===== config.mk =====
export PLATFORM = sky130hd
export DESIGN_NAME = mbist_march_engine
export DESIGN_NICKNAME = d
export VERILOG_FILES = /design/src/rtl/mbist_march_engine.sv
export SDC_FILE = /design/constraint.sdc
export NUM_CORES = 1
export LEC_CHECK = 0
export BUFFER_PORTS_ARGS = -buffer_cell sky130_fd_sc_hd__buf_4
export CORE_UTILIZATION = 54
export DETAILED_ROUTE_END_ITERATION = 8
export PLACE_DENSITY = 0.81
export SLEW_MARGIN = 20
export SYNTH_ARGS = -nofsm -noshare
export SYNTH_HDL_FRONTEND = slang
export SYNTH_SLANG_ARGS = --single-unit

===== constraint.sdc =====
create_clock -name clk -period 3.1 [get_ports clk]
set_clock_uncertainty 0.15 [all_clocks]
set_input_delay 0.62 -clock clk [delete_from_list [all_inputs] [get_ports clk]]
set_output_delay 0.62 -clock clk [all_outputs]
set_load 0.005 [all_outputs]

===== src/rtl/mbist_march_engine.sv =====
// mbist_march_engine
//   March C- memory BIST engine for one single-port SRAM macro.
//   Runs E0 w0 (up), E1 r0,w1 (up), E2 r1,w0 (up), E3 r0,w1 (down),
//   E4 r1,w0 (down), E5 r0 (up) over addresses 0..DEPTH-1 with full-word
//   compare, logging the first miscompare and counting all of them.
//
//   Optional feature macro: MBIST_CHECKERBOARD_EN
//     defined   -> a checkerboard background pass follows the solid pass
//     undefined -> solid background only, fail_bg tied to 0
//
// Ports
//   clk, reset_n          clock, asynchronous active-low reset
//   start, abort          begin test (IDLE/DONE only) / stop running test
//   mem_cs/we/re          memory strobes, mem_cs = mem_we | mem_re
//   mem_addr, mem_wdata   memory address and write data
//   mem_rdata             memory read data, valid READ_LATENCY cycles after mem_re
//   busy, test_done       op cycles in progress / sticky completion
//   fail_flag/addr/data/elem/bg   first-miscompare diagnostics
//   fail_count            saturating miscompare counter
module mbist_march_engine #(
  parameter int ADDR_WIDTH     = 8,
  parameter int DEPTH          = 256,
  parameter int DATA_WIDTH     = 32,
  parameter int READ_LATENCY   = 1,
  parameter int FAIL_CNT_WIDTH = 8
) (
  input  logic                      clk,
  input  logic                      reset_n,
  input  logic                      start,
  input  logic                      abort,
  output logic                      mem_cs,
  output logic                      mem_we,
  output logic                      mem_re,
  output logic [ADDR_WIDTH-1:0]     mem_addr,
  output logic [DATA_WIDTH-1:0]     mem_wdata,
  input  logic [DATA_WIDTH-1:0]     mem_rdata,
  output logic                      busy,
  output logic                      test_done,
  output logic                      fail_flag,
  output logic [ADDR_WIDTH-1:0]     fail_addr,
  output logic [DATA_WIDTH-1:0]     fail_data,
  output logic [2:0]                fail_elem,
  output logic                      fail_bg,
  output logic [FAIL_CNT_WIDTH-1:0] fail_count
);

  typedef enum logic [1:0] {
    ST_IDLE  = 2'd0,
    ST_RUN   = 2'd1,
    ST_RWAIT = 2'd2,
    ST_DONE  = 2'd3
  } state_t;

`ifdef MBIST_CHECKERBOARD_EN
  localparam logic LAST_BG = 1'b1;
`else
  localparam logic LAST_BG = 1'b0;
`endif

  localparam logic [ADDR_WIDTH-1:0]     LAST_ADDR = ADDR_WIDTH'(DEPTH - 1);
  localparam logic [ADDR_WIDTH-1:0]     ZERO_ADDR = {ADDR_WIDTH{1'b0}};
  localparam logic [ADDR_WIDTH-1:0]     ONE_ADDR  = ADDR_WIDTH'(1);
  localparam logic [2:0]                LAT_LAST  = 3'(READ_LATENCY - 1);
  localparam logic [FAIL_CNT_WIDTH-1:0] CNT_MAX   = {FAIL_CNT_WIDTH{1'b1}};

  // Background pattern P: all zeros for solid, bit i = i[0] ^ addr[0] for checkerboard.
  function automatic logic [DATA_WIDTH-1:0] bg_pattern(input logic bg, input logic a0);
    logic [DATA_WIDTH-1:0] p;
    for (int i = 0; i < DATA_WIDTH; i++) begin
      p[i] = bg & (a0 ^ ((i % 2) == 1));
    end
    return p;
  endfunction

  state_t                state_r;
  logic [2:0]            elem_r;   // current March element 0..5
  logic                  op_r;     // op index within the element
  logic                  bg_r;     // 0 = solid, 1 = checkerboard
  logic [2:0]            lat_r;    // RWAIT cycle counter

  logic                  last_op_s;
  logic                  down_s;
  logic                  last_addr_s;
  logic [2:0]            nxt_elem_s;
  logic                  nxt_op_s;
  logic [ADDR_WIDTH-1:0] nxt_addr_s;
  logic                  nxt_bg_s;
  logic                  nxt_end_s;
  logic                  nxt_rd_s;
  logic                  nxt_inv_s;
  logic [DATA_WIDTH-1:0] nxt_data_s;
  logic                  adv_s;
  logic                  cmp_s;
  logic [DATA_WIDTH-1:0] syndrome_s;

  // E0 and E5 are single-op elements; E3/E4 sweep downward.
  assign last_op_s   = (elem_r == 3'd0) || (elem_r == 3'd5) || op_r;
  assign down_s      = (elem_r == 3'd3) || (elem_r == 3'd4);
  assign last_addr_s = down_s ? (mem_addr == ZERO_ADDR) : (mem_addr == LAST_ADDR);

  // Sequence to the op that follows the one currently presented.
  always_comb begin
    nxt_elem_s = elem_r;
    nxt_op_s   = 1'b0;
    nxt_addr_s = mem_addr;
    nxt_bg_s   = bg_r;
    nxt_end_s  = 1'b0;
    if (!last_op_s) begin
      nxt_op_s = 1'b1;
    end else if (!last_addr_s) begin
      if (down_s) begin
        nxt_addr_s = mem_addr - ONE_ADDR;
      end else begin
        nxt_addr_s = mem_addr + ONE_ADDR;
      end
    end else if (elem_r != 3'd5) begin
      nxt_elem_s = elem_r + 3'd1;
      // Elements 3 and 4 start at the top address.
      nxt_addr_s = ((elem_r == 3'd2) || (elem_r == 3'd3)) ? LAST_ADDR : ZERO_ADDR;
    end else if (bg_r != LAST_BG) begin
      nxt_bg_s   = 1'b1;
      nxt_elem_s = 3'd0;
      nxt_addr_s = ZERO_ADDR;
    end else begin
      nxt_end_s = 1'b1;
    end
    // First op of elements 1..5 is a read; the second op of 1..4 is a write.
    nxt_rd_s = (nxt_elem_s != 3'd0) && !nxt_op_s;
    if (nxt_op_s) begin
      nxt_inv_s = (nxt_elem_s == 3'd1) || (nxt_elem_s == 3'd3);
    end else begin
      nxt_inv_s = (nxt_elem_s == 3'd2) || (nxt_elem_s == 3'd4);
    end
    nxt_data_s = bg_pattern(nxt_bg_s, nxt_addr_s[0]) ^ {DATA_WIDTH{nxt_inv_s}};
  end

  // mem_wdata holds the expected word through the read latency window.
  assign cmp_s      = !abort && (state_r == ST_RWAIT) && (lat_r == LAT_LAST);
  assign adv_s      = cmp_s || (!abort && (state_r == ST_RUN) && !mem_re);
  assign syndrome_s = mem_rdata ^ mem_wdata;

  // Engine FSM, memory strobes and diagnostic status.
  always_ff @(posedge clk or negedge reset_n) begin
    if (!reset_n) begin
      state_r    <= ST_IDLE;
      elem_r     <= 3'd0;
      op_r       <= 1'b0;
      bg_r       <= 1'b0;
      lat_r      <= 3'd0;
      mem_cs     <= 1'b0;
      mem_we     <= 1'b0;
      mem_re     <= 1'b0;
      mem_addr   <= ZERO_ADDR;
      mem_wdata  <= {DATA_WIDTH{1'b0}};
      busy       <= 1'b0;
      test_done  <= 1'b0;
      fail_flag  <= 1'b0;
      fail_addr  <= ZERO_ADDR;
      fail_data  <= {DATA_WIDTH{1'b0}};
      fail_elem  <= 3'd0;
      fail_bg    <= 1'b0;
      fail_count <= {FAIL_CNT_WIDTH{1'b0}};
    end else begin
      case (state_r)
        ST_IDLE, ST_DONE: begin
          if (start && !abort) begin
            state_r    <= ST_RUN;
            elem_r     <= 3'd0;
            op_r       <= 1'b0;
            bg_r       <= 1'b0;
            lat_r      <= 3'd0;
            mem_cs     <= 1'b1;
            mem_we     <= 1'b1;
            mem_re     <= 1'b0;
            mem_addr   <= ZERO_ADDR;
            mem_wdata  <= {DATA_WIDTH{1'b0}};
            busy       <= 1'b1;
            test_done  <= 1'b0;
            fail_flag  <= 1'b0;
            fail_addr  <= ZERO_ADDR;
            fail_data  <= {DATA_WIDTH{1'b0}};
            fail_elem  <= 3'd0;
            fail_bg    <= 1'b0;
            fail_count <= {FAIL_CNT_WIDTH{1'b0}};
          end else begin
            state_r <= state_r;
          end
        end
        ST_RUN, ST_RWAIT: begin
          if (abort) begin
            state_r <= ST_IDLE;
            mem_cs  <= 1'b0;
            mem_we  <= 1'b0;
            mem_re  <= 1'b0;
            busy    <= 1'b0;
          end else if ((state_r == ST_RUN) && mem_re) begin
            state_r <= ST_RWAIT;
            mem_cs  <= 1'b0;
            mem_re  <= 1'b0;
            lat_r   <= 3'd0;
          end else if ((state_r == ST_RWAIT) && (lat_r != LAT_LAST)) begin
            lat_r <= lat_r + 3'd1;
          end else begin
            state_r <= state_r;
          end
        end
        default: begin
          state_r <= ST_IDLE;
        end
      endcase

      if (cmp_s && (syndrome_s != {DATA_WIDTH{1'b0}})) begin
        if (fail_count != CNT_MAX) begin
          fail_count <= fail_count + FAIL_CNT_WIDTH'(1);
        end
        if (!fail_flag) begin
          fail_flag <= 1'b1;
          fail_addr <= mem_addr;
          fail_data <= syndrome_s;
          fail_elem <= elem_r;
`ifdef MBIST_CHECKERBOARD_EN
          fail_bg   <= bg_r;
`else
          fail_bg   <= 1'b0;
`endif
        end
      end

      if (adv_s) begin
        if (nxt_end_s) begin
          state_r   <= ST_DONE;
          mem_cs    <= 1'b0;
          mem_we    <= 1'b0;
          mem_re    <= 1'b0;
          busy      <= 1'b0;
          test_done <= 1'b1;
        end else begin
          state_r   <= ST_RUN;
          elem_r    <= nxt_elem_s;
          op_r      <= nxt_op_s;
          bg_r      <= nxt_bg_s;
          mem_cs    <= 1'b1;
          mem_we    <= !nxt_rd_s;
          mem_re    <= nxt_rd_s;
          mem_addr  <= nxt_addr_s;
          mem_wdata <= nxt_data_s;
        end
      end
    end
  end

endmodule


# Word level (Yosys, flattened, before mapping)
# Cells that the tools add are included.
# W data, S select, Z words.
# word_totals
ff_bits	108
inputBits	36
wordCells	182
# classes
eq_ne	22
reduce_logical	32
n_addsub	5
bitwise_logic	5
muxes	99
# ops
cell	n
$mux W32	8
$mux W8	18
$xor A32 B32 Y32	2
$mux W3	16
$mux W1	46
$reduce_bool A32 Y1	1
$add A8 B1 Y8 const B	2
$ne A3 B3 Y1 const B	5
$eq A3 B2 Y1 const B	4
$mux W2	5
$eq A3 B3 Y1 const B	3
$logic_and A1 B1 Y1	9
$eq A8 B8 Y1 const B	1
$logic_not A8 Y1	1
$ne A8 B8 Y1 const B	1
$pmux W1 S2	4
$sub A8 B1 Y8 const B	1
$logic_or A1 B1 Y1	7
$add A3 B1 Y3 const B	2
$logic_not A3 Y1	2
$pmux W3 S2	1
$reduce_and A2 Y1	3
$reduce_bool A3 Y1	2
$ne A5 B4 Y1 const B	1
12 further kinds	18

# Longest topological paths before layout
# Gate-level depths: netlist of the first run.
# logic_depth
word_depth	11
depth_mapped	10
depth_no_buf	10

# Least setup slack after synthesis of the first run
# Ideal clock, no wire load.
# synth_path
kind	reg-to-reg
from	reg elem_r[0]
to	reg mem_wdata[22]
path_buffers	1
path_slack_ns	0.253
t_arrival_ns	2.566
synth_period_minus_slack_ns	2.847
setup_ns	0.131
path_stages_with_launch	10
path_cell_list	dfrtp_1 inv_1 ha_1 mux2_4 or3_4 a211oi_2 mux2i_1 xor2_2 buf_6 o21ai_1
# synth_between
elab_chain_cells	11
# synth_lines
item	line	source
start, declared	76	logic [2:0] elem_r;
start signal, assigned	239	elem_r <= nxt_elem_s;
parallel branches: the longest is 9 deep, another holds $add A3 B1 Y3	-	
$mux W32 *	230	if (nxt_end_s) begin
$mux W32 *	229	if (adv_s) begin
end signal, assigned	154	mem_wdata <= {DATA_WIDTH{1'b0}};
end signal, assigned	176	mem_wdata <= {DATA_WIDTH{1'b0}};
end signal, assigned	246	mem_wdata <= nxt_data_s;
end, declared	35	output logic [DATA_WIDTH-1:0] mem_wdata,
# Every way passes the cells marked *. The select of a mux whose other input is x is not followed.
# A chain may end at the register's enable or synchronous reset.

# Worst setup path in the final report of the first run
# layout_path
from	reg elem_r[1]
to	reg mem_wdata[0]
# Same word-level chain as after synthesis.

==> results.md, run 1 <==
- Post-synth ARST share: 100%
- CP Launch Type: register
- Vias per Instance: 5.89
- Num CTS Buffers: 9
- # port buffers: 133
- Final Setup Violations: 6
- Final Slew Violations: 0
- Sw frac: 35.4%
- Kind of critical path: register to register
- DRT iter0 DRCs: 429
- Clock power frac: 20.8%
- MaxCap Viol Count: 0
- Share of cells above drive strength 1: 27.5%
- Root Driver: clkbuf_8
- Die H: 103 µm
- Detail Placement HPWL: 10300 µm
- H-tree depth: 3
- First-pass DRT Iterations: 5
- Sequential Area: 2680 µm²
- Die W: 103 µm
- Clock slew at reported path FFs: 100 ps
- Failing checks: setup timing
- Ports: 134
- GRT overflow: 0
- Top FF cell, synth: dfrtp_1
- FP Rows: 36
- Pwr dens: 613 nW/µm²
- Largest net degree at the start of global routing: 67
- Syn Area/Cell: 10.2 µm²
- Sequential share of the synthesized area: 49.0%
- Clk Latency, worst-skew pair: 380 ps
- CP required: 3180 ps
- Die area: 10500 µm²
- Dominant cells by area after synthesis: dfrtp_1, mux2i_1, nand2_1, xnor2_1, ha_1
- Most frequent cells in the layout: buf_4, dfrtp_1, nand2_1, mux2i_1, xnor2_1
- Worst Path Max Fanout: 16
- Switch Pwr: 1.51 mW
- RePlAce Congestion: 0.900
- Antenna viol nets, final: 0
- Initial antenna violation count: 0
- EDFF count, synth: 0
- Min-delay worst type: register to register
- Post-layout util: 71.4%
- Static Leak: 3.60 nW
- Vias: 4788
- Total GRT Usage: 28.0%
- Routed len/inst: 18.5 µm
- Fin area: 6980 µm²
- Yosys top cell area share: 49.0%
- Register share of total power: 44.4%
- Final period util: 101%
- Slew @ Worst Pin: 658 ps
- Layout Nets: 729
- TritonCTS clock tree: yes
- Fillers: 744
- Sum Neg Setup Slack: -86.4 ps
- Max-slew headroom: 56.0%
- Commonest non-fill, non-tap cell in the layout: buf_4
- Starting Density: 55.9%
- Combinational share of power: 34.8%
- FF-to-FF path depth: 10
- VDD IR max: 0.493 mV
- Pint: 2.76 mW
- Syn Nets: 589
- ANT cells: 0
- Setup ws final: -30.0 ps
- Final Hold Fails: 0
- Gate Count Post-Synth: 535
- Status: complete, but fails checks
- Footprint of the multi-input gates: 2630 µm²
- TritonCTS Sinks: 107
- Area growth, synth to finish: 27.8%
- Seq cells post-synth: 107
- Worst EP arrival: 3210 ps
- Vias in the first global route: 4420
- Post-route DRC: 0
- Syn. warnings: 0
- Total Wirelength: 15000 µm
- Placed Instance Area: 6630 µm²
- Maximum achievable frequency: 319 MHz
- Library cells used by synthesis: 60
- Min cycle time layout: 3130 ps
- First-pass GRT wire length: 22100 µm
- Hold path cells: 2
- Syn Std Cell Area: 5460 µm²
- Type of destination of the critical path: register
- CTS max path bufs: 2
- Core Area: 9770 µm²
- Post-synth top area cell: dfrtp_1
==> worst max-delay path: stages, from the launching register on <==
cell and delay [ps]:
dfrtp_1 430, inv_1 120, ha_1 250, mux2_4 330, or3_4 450, a211oi_4 280
mux2i_2 360, xor2_2 170, buf_4 170, buf_12 150, o21ai_0 90
==> repair_timing <==
action	in CTS	in global routing
cloned	1	2
pin swaps	0	2
setup buffers	0	6
hold buffers	1	0
setup endpoints to repair	2	34
endpoints found under the hold margin	19	0
resized for setup	0	7
==> metal layers <==
layer / track usage (%) / part of all wire [%] / up-vias
li1: - / - / 2147
met1: 38.2 / 41 / 2358
met2: 43.8 / 49 / 238
met3: 4.00 / 7.4 / 45
met4: 14.4 / 3.4 / 0
met5: 0 / 0 / -
==> cell usage after synthesis, types with 2 or more instances <==
library cell	number
o2bb2ai_1	5
clkbuf_1	14
nand2b_1	6
nand3_1	12
and3_1	8
or3_1	2
nand2_1	92
mux2i_1	44
nor2_1	14
o21ai_1	29
o21ai_0	19
ha_1	17
o31ai_1	2
a22o_1	2
buf_6	5
buf_2	4
nor2b_1	2
or4_1	3
inv_1	21
nand4b_1	2
nor4_1	2
xnor2_1	37
a21o_1	4
buf_4	4
o211ai_1	7
nand3b_1	4
nor3b_1	2
a21oi_1	13
nor3_1	7
dfrtp_1	107
a221oi_1	2
nand4_1	11
and2_1	3
o21a_1	3
==> area by class of cell <==
type | instances | area share (%)
clock buffer | 12 | 2.08
clock inverter | 4 | 0.825
inverter | 21 | 1.13
multi-input combinational | 381 | 37.7
sequential | 107 | 38.4
tap | 133 | 2.38
timing repair buffer | 155 | 17.5
==> logic make-up (layout without fill, tap and decap cells) <==
| kind of cell | count (synthesis) | in the layout | share of synthesized area, % |
|---|---|---|---|
| buffers and inverters | 48 | 192 | 4.35 |
| muxes | 46 | 46 | 8.55 |
| adders and majority gates | 18 | 18 | 4.26 |
| AOI/OAI and AO/OA | 106 | 107 | 12.7 |
| and+or+nand+nor | 171 | 171 | 14.7 |
| xor gates and xnor gates | 39 | 39 | 6.39 |
| DFF | 107 | 107 | 49.0 |
==> power groups by stage <==
stage          Clock, mW  Combinational (mW)  Sequential (mW)
6_report           0.889                1.49             1.90
5_1_grt            0.957                1.63             1.92
4_1_cts            0.905                1.48             1.89
3_5_place_dp           0                1.45             1.92
3_3_place_gp           0                1.39             1.90
2_1_floorplan          0               0.730             1.89
==> through the flow <==
stage                     std cells  power (mW)  hold WS (ps)  setup WS, ps
after floorplan                 535        2.62           174           253
after global placement          787        3.29           313           107
after detailed placement        787        3.37           337         -43.3
after CTS                       805        4.27           360          60.3
after global routing            813        4.51           388          -170
final                           813        4.28           357         -30.0
==> sequential cells by signal, summed over array words and instances, names as in the netlist <==
| register | count |
|---|---|
| busy | 1 |
| elem_r | 3 |
| fail_addr | 8 |
| fail_bg | 1 |
| fail_count | 8 |
| fail_data | 32 |
| fail_elem | 3 |
| fail_flag | 1 |
| lat_r | 3 |
| mem_addr | 8 |
| mem_cs | 1 |
| mem_re | 1 |
| mem_wdata | 32 |
| mem_we | 1 |
| op_r | 1 |
| state_r | 2 |
| test_done | 1 |
==> worst paths after layout <==
path | start | to | slack [ps]
min in group asynchronous | reset_n | fail_addr[0] | 530
worst max register to register | elem_r[1] | mem_wdata[0] | -30
worst min register to register | test_done | test_done | 360
worst max-delay path | elem_r[1] | mem_wdata[0] | -30
max in group asynchronous | reset_n | fail_data[5] | 1650
worst min-delay path | test_done | test_done | 360
Note: power is estimated with default switching activity, not from simulation.
==> inputs of run 2 (changes only) <==
--- a/config.mk
+++ b/config.mk
@@ -6,8 +6,10 @@
 export NUM_CORES = 1
 export LEC_CHECK = 0
 export BUFFER_PORTS_ARGS = -buffer_cell sky130_fd_sc_hd__buf_4
+export CORE_MARGIN = 3
 export CORE_UTILIZATION = 54
 export DETAILED_ROUTE_END_ITERATION = 8
+export GPL_TIMING_DRIVEN = 0
 export PLACE_DENSITY = 0.81
 export SLEW_MARGIN = 20
 export SYNTH_ARGS = -nofsm -noshare
==> run 2 against run 1 <==
  * The flow now finishes without violations
  * Clock-buffer cell count fell by 3
  * Critical endpoint is now mem_wdata[11]
  * Cell count rose by 1.2%
  * Sequential share of layout area rose by 0.20 points
==> results.md, run 2 (synthesis gave the netlist of run 1 again) <==
- Layout Nets: 740
- First-pass GRT wire length: 22800 µm
- DRT iter0 DRCs: 339
- Clk Latency, worst-skew pair: 360 ps
- CP Launch Type: register
- Largest stage delay, worst path: 470 ps
- Reg2reg setup slack: 100 ps
- Root Driver: clkbuf_8
- Starting Density: 55.6%
- Total GRT Usage: 25.4%
- Total Wirelength: 14700 µm
- Worst EP arrival: 3100 ps
- Setup ws final: 99.1 ps
- # port buffers: 132
- Ports: 134
- Min-delay worst type: primary input to async pin
- Met3 routed WL: 831 µm
- Kind of critical path: register to register
- Min cycle time layout: 3000 ps
- Top layer in use: met4
- Final Setup Violations: 0
- Core Area: 9820 µm²
- First-pass DRT Iterations: 6
- Dpl ws: -176 ps
- Final Slew Violations: 0
- ANT cells: 0
- Final period util: 96.8%
- Post-layout util: 70.8%
- Max-slew headroom: 36.0%
- Status: complete, no violations
- Type of destination of the critical path: register
- FP Rows: 36
- Hold_buf cts: 0
- CTS max path bufs: 2
- Fin area: 6950 µm²
- Antenna viol nets, final: 0
- Routed len/inst: 17.9 µm
- Worst path cell trace: inv_1 > ha_2 > mux2_4 > or3_4 > a211oi_4 > mux2i_2 > xor2_2 > buf_4 > buf_6 > o21ai_1
- Maximum achievable frequency: 333 MHz
- Most frequent cells in the layout: buf_4, dfrtp_1, nand2_1, mux2i_1, xnor2_1
- RSZ-0062 raised after global routing: false
- Share of cells above drive strength 1: 27.4%
- CP required: 3200 ps
- Largest registers: fail_data (32), mem_wdata (32)
- Vias: 4735
- Area growth, synth to finish: 27.2%
- Detail Placement HPWL: 10700 µm
- Placed Instance Area: 6620 µm²
- Met1 Wirelength: 6390 µm
- TritonCTS Sinks: 107
- VDD IR max: 0.406 mV
- Die W: 107 µm
- Critical Path Slowest Stage Cell: dfrtp_1
- Worst r2r dst: mem_wdata[11]
- Commonest non-fill, non-tap cell in the layout: buf_4
- Die area: 11400 µm²
- H-tree depth: 3
- Pwr dens: 621 nW/µm²
- Largest net degree at the start of global routing: 108
- Vias in the first global route: 4509
- Slew @ Worst Pin: 961 ps
- Static Leak: 3.59 nW
- Worst Path Max Fanout: 10
- Vias per Instance: 5.75
- Final Hold Fails: 0
- Die H: 107 µm
- TritonCTS clock tree: yes
- Num CTS Buffers: 9
- Clock slew at reported path FFs: 100 ps
- Initial antenna violation count: 0
- FF-to-FF path depth: 10
- Met2 WL post-DR: 7230 µm
- RePlAce Congestion: 0.926
- MaxCap Viol Count: 0
- Post-route DRC: 0
- GRT overflow: 0
- Worst r2r src: elem_r[1]
==> run 2: cell types whose count changed in the layout (fill, tap and decap cells not counted), sizes merged <==
cell	previous run	this run
a41oi	2	1
buf	153	152
bufinv	1	2
clkbuf	13	24
clkinv	0	2
clkinvlp	1	0
dlygate4sd3	1	0
==> run 2: worst max path at each step <==
| stage | cells after the start | start | to | slack, ps |
|---|---|---|---|---|
| after floorplan | 9 | elem_r[0] | mem_wdata[22] | 250 |
| after global placement | 9 | mem_rdata[30] | fail_data[30] | -90 |
| after detailed placement | 9 | mem_rdata[30] | fail_data[30] | -180 |
| after CTS | 10 | elem_r[0] | mem_addr[7] | 9 |
| after global routing | 10 | elem_r[1] | mem_wdata[18] | 10 |
| final | 10 | elem_r[1] | mem_wdata[11] | 100 |
==> run 2: what timing repair did <==
action / in CTS / in global routing
buffers inserted: 2 / 6
pin swaps: 1 / 2
endpoints found under the hold margin: 0 / 0
resized for setup: 2 / 17
endpoints found under the setup margin: 33 / 39
==> run 2: layer usage <==
layer	up-vias	global-route usage, %
li1	2167	-
met1	2345	35.9
met2	196	41.5
met3	27	2.49
met4	0	8.40
met5	-	0
==> run 2: final cells by class <==
class	count	area [µm²]
Clock buffer	9	124
Timing Repair Buffer	140	1050
Tap cell	133	166
Inverter	21	78.8
Fill cell	753	2870
Buffer	27	168
Clock inverter	6	97.6
Sequential cell	107	2680
Multi-Input combinational cell	380	2580
==> run 2: critical path, delay by kind of cell (launching register included) <==
kind	cells	cell delay (ps)
muxes	2	660
DFF	1	470
and+or+nand+nor	1	440
buffers and inverters	3	410
AOI/OAI and AO/OA	2	360
adders and majority gates	1	220
xor gates and xnor gates	1	180
==> run 2: stage by stage <==
stage | hold slack (ps) | TNS (ps) | power [mW] | instances
after floorplan | 174 | 0 | 2.62 | 535
after global placement | 345 | -2880 | 3.28 | 800
after detailed placement | 359 | -6810 | 3.37 | 800
after CTS | 268 | 0 | 4.31 | 817
after global routing | 287 | 0 | 4.56 | 823
final | 230 | 0 | 4.32 | 823
==> run 2: where the power goes <==
part | internal (mW) | switching, mW
clock network | 0.463 | 0.488
logic | 0.682 | 0.784
registers | 1.67 | 0.227
==> inputs of run 3 (changes only) <==
==> constraint.sdc (replaced) <==
create_clock -name clk -period 2.9 [get_ports clk]
set_clock_uncertainty 0.15 [all_clocks]
set_input_delay 0.58 -clock clk [delete_from_list [all_inputs] [get_ports clk]]
set_output_delay 0.58 -clock clk [all_outputs]
set_load 0.005 [all_outputs]
==> run 3 against run 2 <==
  * The flow now finishes with violations (setup timing)
  * Non-clock buffer count grew 8
  * First-iteration DRC count increased by 22%
  * Sequential power is 7% higher
  * Setup slack got worse by 150 ps
  * Die area unchanged
  * Clock power up 7%
  * Fmax grew 1.6%
  * Combinational power rose by 9.5%
  * Register-to-register slack lost 150 ps
  * Utilization grew 2.5 points
  * Cell count is 0.97% higher
==> results.md, run 3 (synthesis gave the netlist of run 1 again) <==
- Status: complete, but fails checks
- Failing checks: setup timing
- Reg2reg setup slack: -50 ps
- CP Launch Type: register
- FF-to-FF path depth: 10
- Starting Density: 55.6%
- Dpl ws: -336 ps
- TritonCTS Sinks: 107
- Area growth, synth to finish: 31.7%
- First-pass DRT Iterations: 6
- Most frequent cells in the layout: buf_4, dfrtp_1, nand2_1, mux2i_1, xnor2_1
- Vias per Instance: 5.79
- Slew @ Worst Pin: 956 ps
- Root Driver: clkbuf_8
- RSZ-0062 raised after global routing: true
- RePlAce Congestion: 0.926
- Detail Placement HPWL: 10700 µm
- Antenna viol nets, final: 0
- DP Cell Count: 800
- H-tree depth: 3
- Final period util: 102%
- Worst r2r src: elem_r[1]
- VDD IR max: 0.421 mV
- Vias in the first global route: 4546
- Min cycle time layout: 2950 ps
- ANT cells: 0
- Worst r2r dst: mem_wdata[14]
- Power, Total: 4.66 mW
- Maximum achievable frequency: 339 MHz
- Final Slew Violations: 0
- Placed Instance Area: 6620 µm²
- Largest registers: fail_data (32), mem_wdata (32)
- Largest net degree at the start of global routing: 108
- Routed len/inst: 18.4 µm
- Post-route DRC: 0
- Hold_buf cts: 0
- # port buffers: 132
- Final Hold Fails: 0
- Die W: 107 µm
- TritonCTS clock tree: yes
- Die H: 107 µm
- MaxCap Viol Count: 0
- FP Rows: 36
- CP required: 3010 ps
- Worst Path Max Fanout: 6
- Non-filler cells, final: 831
- Die area: 11400 µm²
- Total Wirelength: 15300 µm
- Type of destination of the critical path: register
- Final Setup Violations: 30
- DRT iter0 DRCs: 415
- Min-delay worst type: primary input to async pin
- Initial antenna violation count: 0
- Total GRT Usage: 26.1%
- Max-slew headroom: 36.3%
- Layout Nets: 748
- CTS max path bufs: 2
- Fin area: 7190 µm²
- Core Area: 9820 µm²
- Vias: 4813
- Fillers: 699
- Kind of critical path: register to register
- Clock slew at reported path FFs: 100 ps
- Clk Latency, worst-skew pair: 370 ps
- WHS: 194 ps
- Share of cells above drive strength 1: 32.5%
- Static Leak: 3.71 nW
- GRT overflow: 0
- Commonest non-fill, non-tap cell in the layout: buf_4
- Ports: 134
- Post-layout util: 73.3%
- Setup ws final: -54.0 ps
- Worst EP arrival: 3060 ps
- Num CTS Buffers: 9
- Sum Neg Setup Slack: -926 ps
- Pwr dens: 647 nW/µm²
- First-pass GRT wire length: 23300 µm
==> run 3: changes by cell type in the layout (fill, tap and decap cells not counted), sizes merged <==
cell  delta
buf      +8
==> run 3: how the worst max path moves through the flow <==
stage	end	slack [ps]	startpoint
final	mem_wdata[14]	-50	elem_r[1]
after global routing	mem_wdata[15]	-100	elem_r[1]
after CTS	mem_addr[5]	5	elem_r[0]
after detailed placement	fail_data[30]	-340	mem_rdata[30]
after global placement	mem_wdata[24]	-280	elem_r[0]
after floorplan	mem_wdata[22]	50	elem_r[0]
==> run 3: layout make-up <==
type | count | area, µm² | share of cell area (%)
Buffer | 27 | 170 | 2.37
Clock buffer | 9 | 124 | 1.72
Clock inverter | 6 | 97.6 | 1.36
Inverter | 21 | 83.8 | 1.17
Multi-Input combinational cell | 380 | 2730 | 37.9
Sequential cell | 107 | 2680 | 37.3
Tap cell | 133 | 166 | 2.31
Timing Repair Buffer | 148 | 1140 | 15.9
==> run 3: routing by layer <==
layer | global-route usage [%] | wire (µm) | vias up | part of all wire (%)
met3 | 2.61 | 826 | 30 | 5.4
met2 | 43.0 | 7540 | 207 | 49
li1 | - | - | 2197 | -
met1 | 36.4 | 6560 | 2379 | 43
met4 | 8.31 | 366 | 0 | 2.4
met5 | 0 | 0 | - | 0
==> run 3: worst max-delay path: stages (launching register included) <==
cell and delay [ps]:
dfrtp_2 450, inv_4 70, ha_4 160, mux2_4 300
or3_4 430, a211oi_4 340, mux2i_2 350, xor2_2 230
buf_6 160, buf_4 140, o21ai_1 70
==> run 3: repair_timing <==
item / in CTS / in global routing
setup buffers: 7 / 6
pin swaps: 2 / 21
endpoints found under the setup margin: 53 / 80
resized for setup: 12 / 44
cloned: 0 / 3
==> run 3: where the power goes <==
group	internal, mW	total (mW)	switching [mW]
combinational	0.735	1.61	0.870
sequential	1.79	2.03	0.243
clock	0.494	1.02	0.526
total	3.02	4.66	1.64
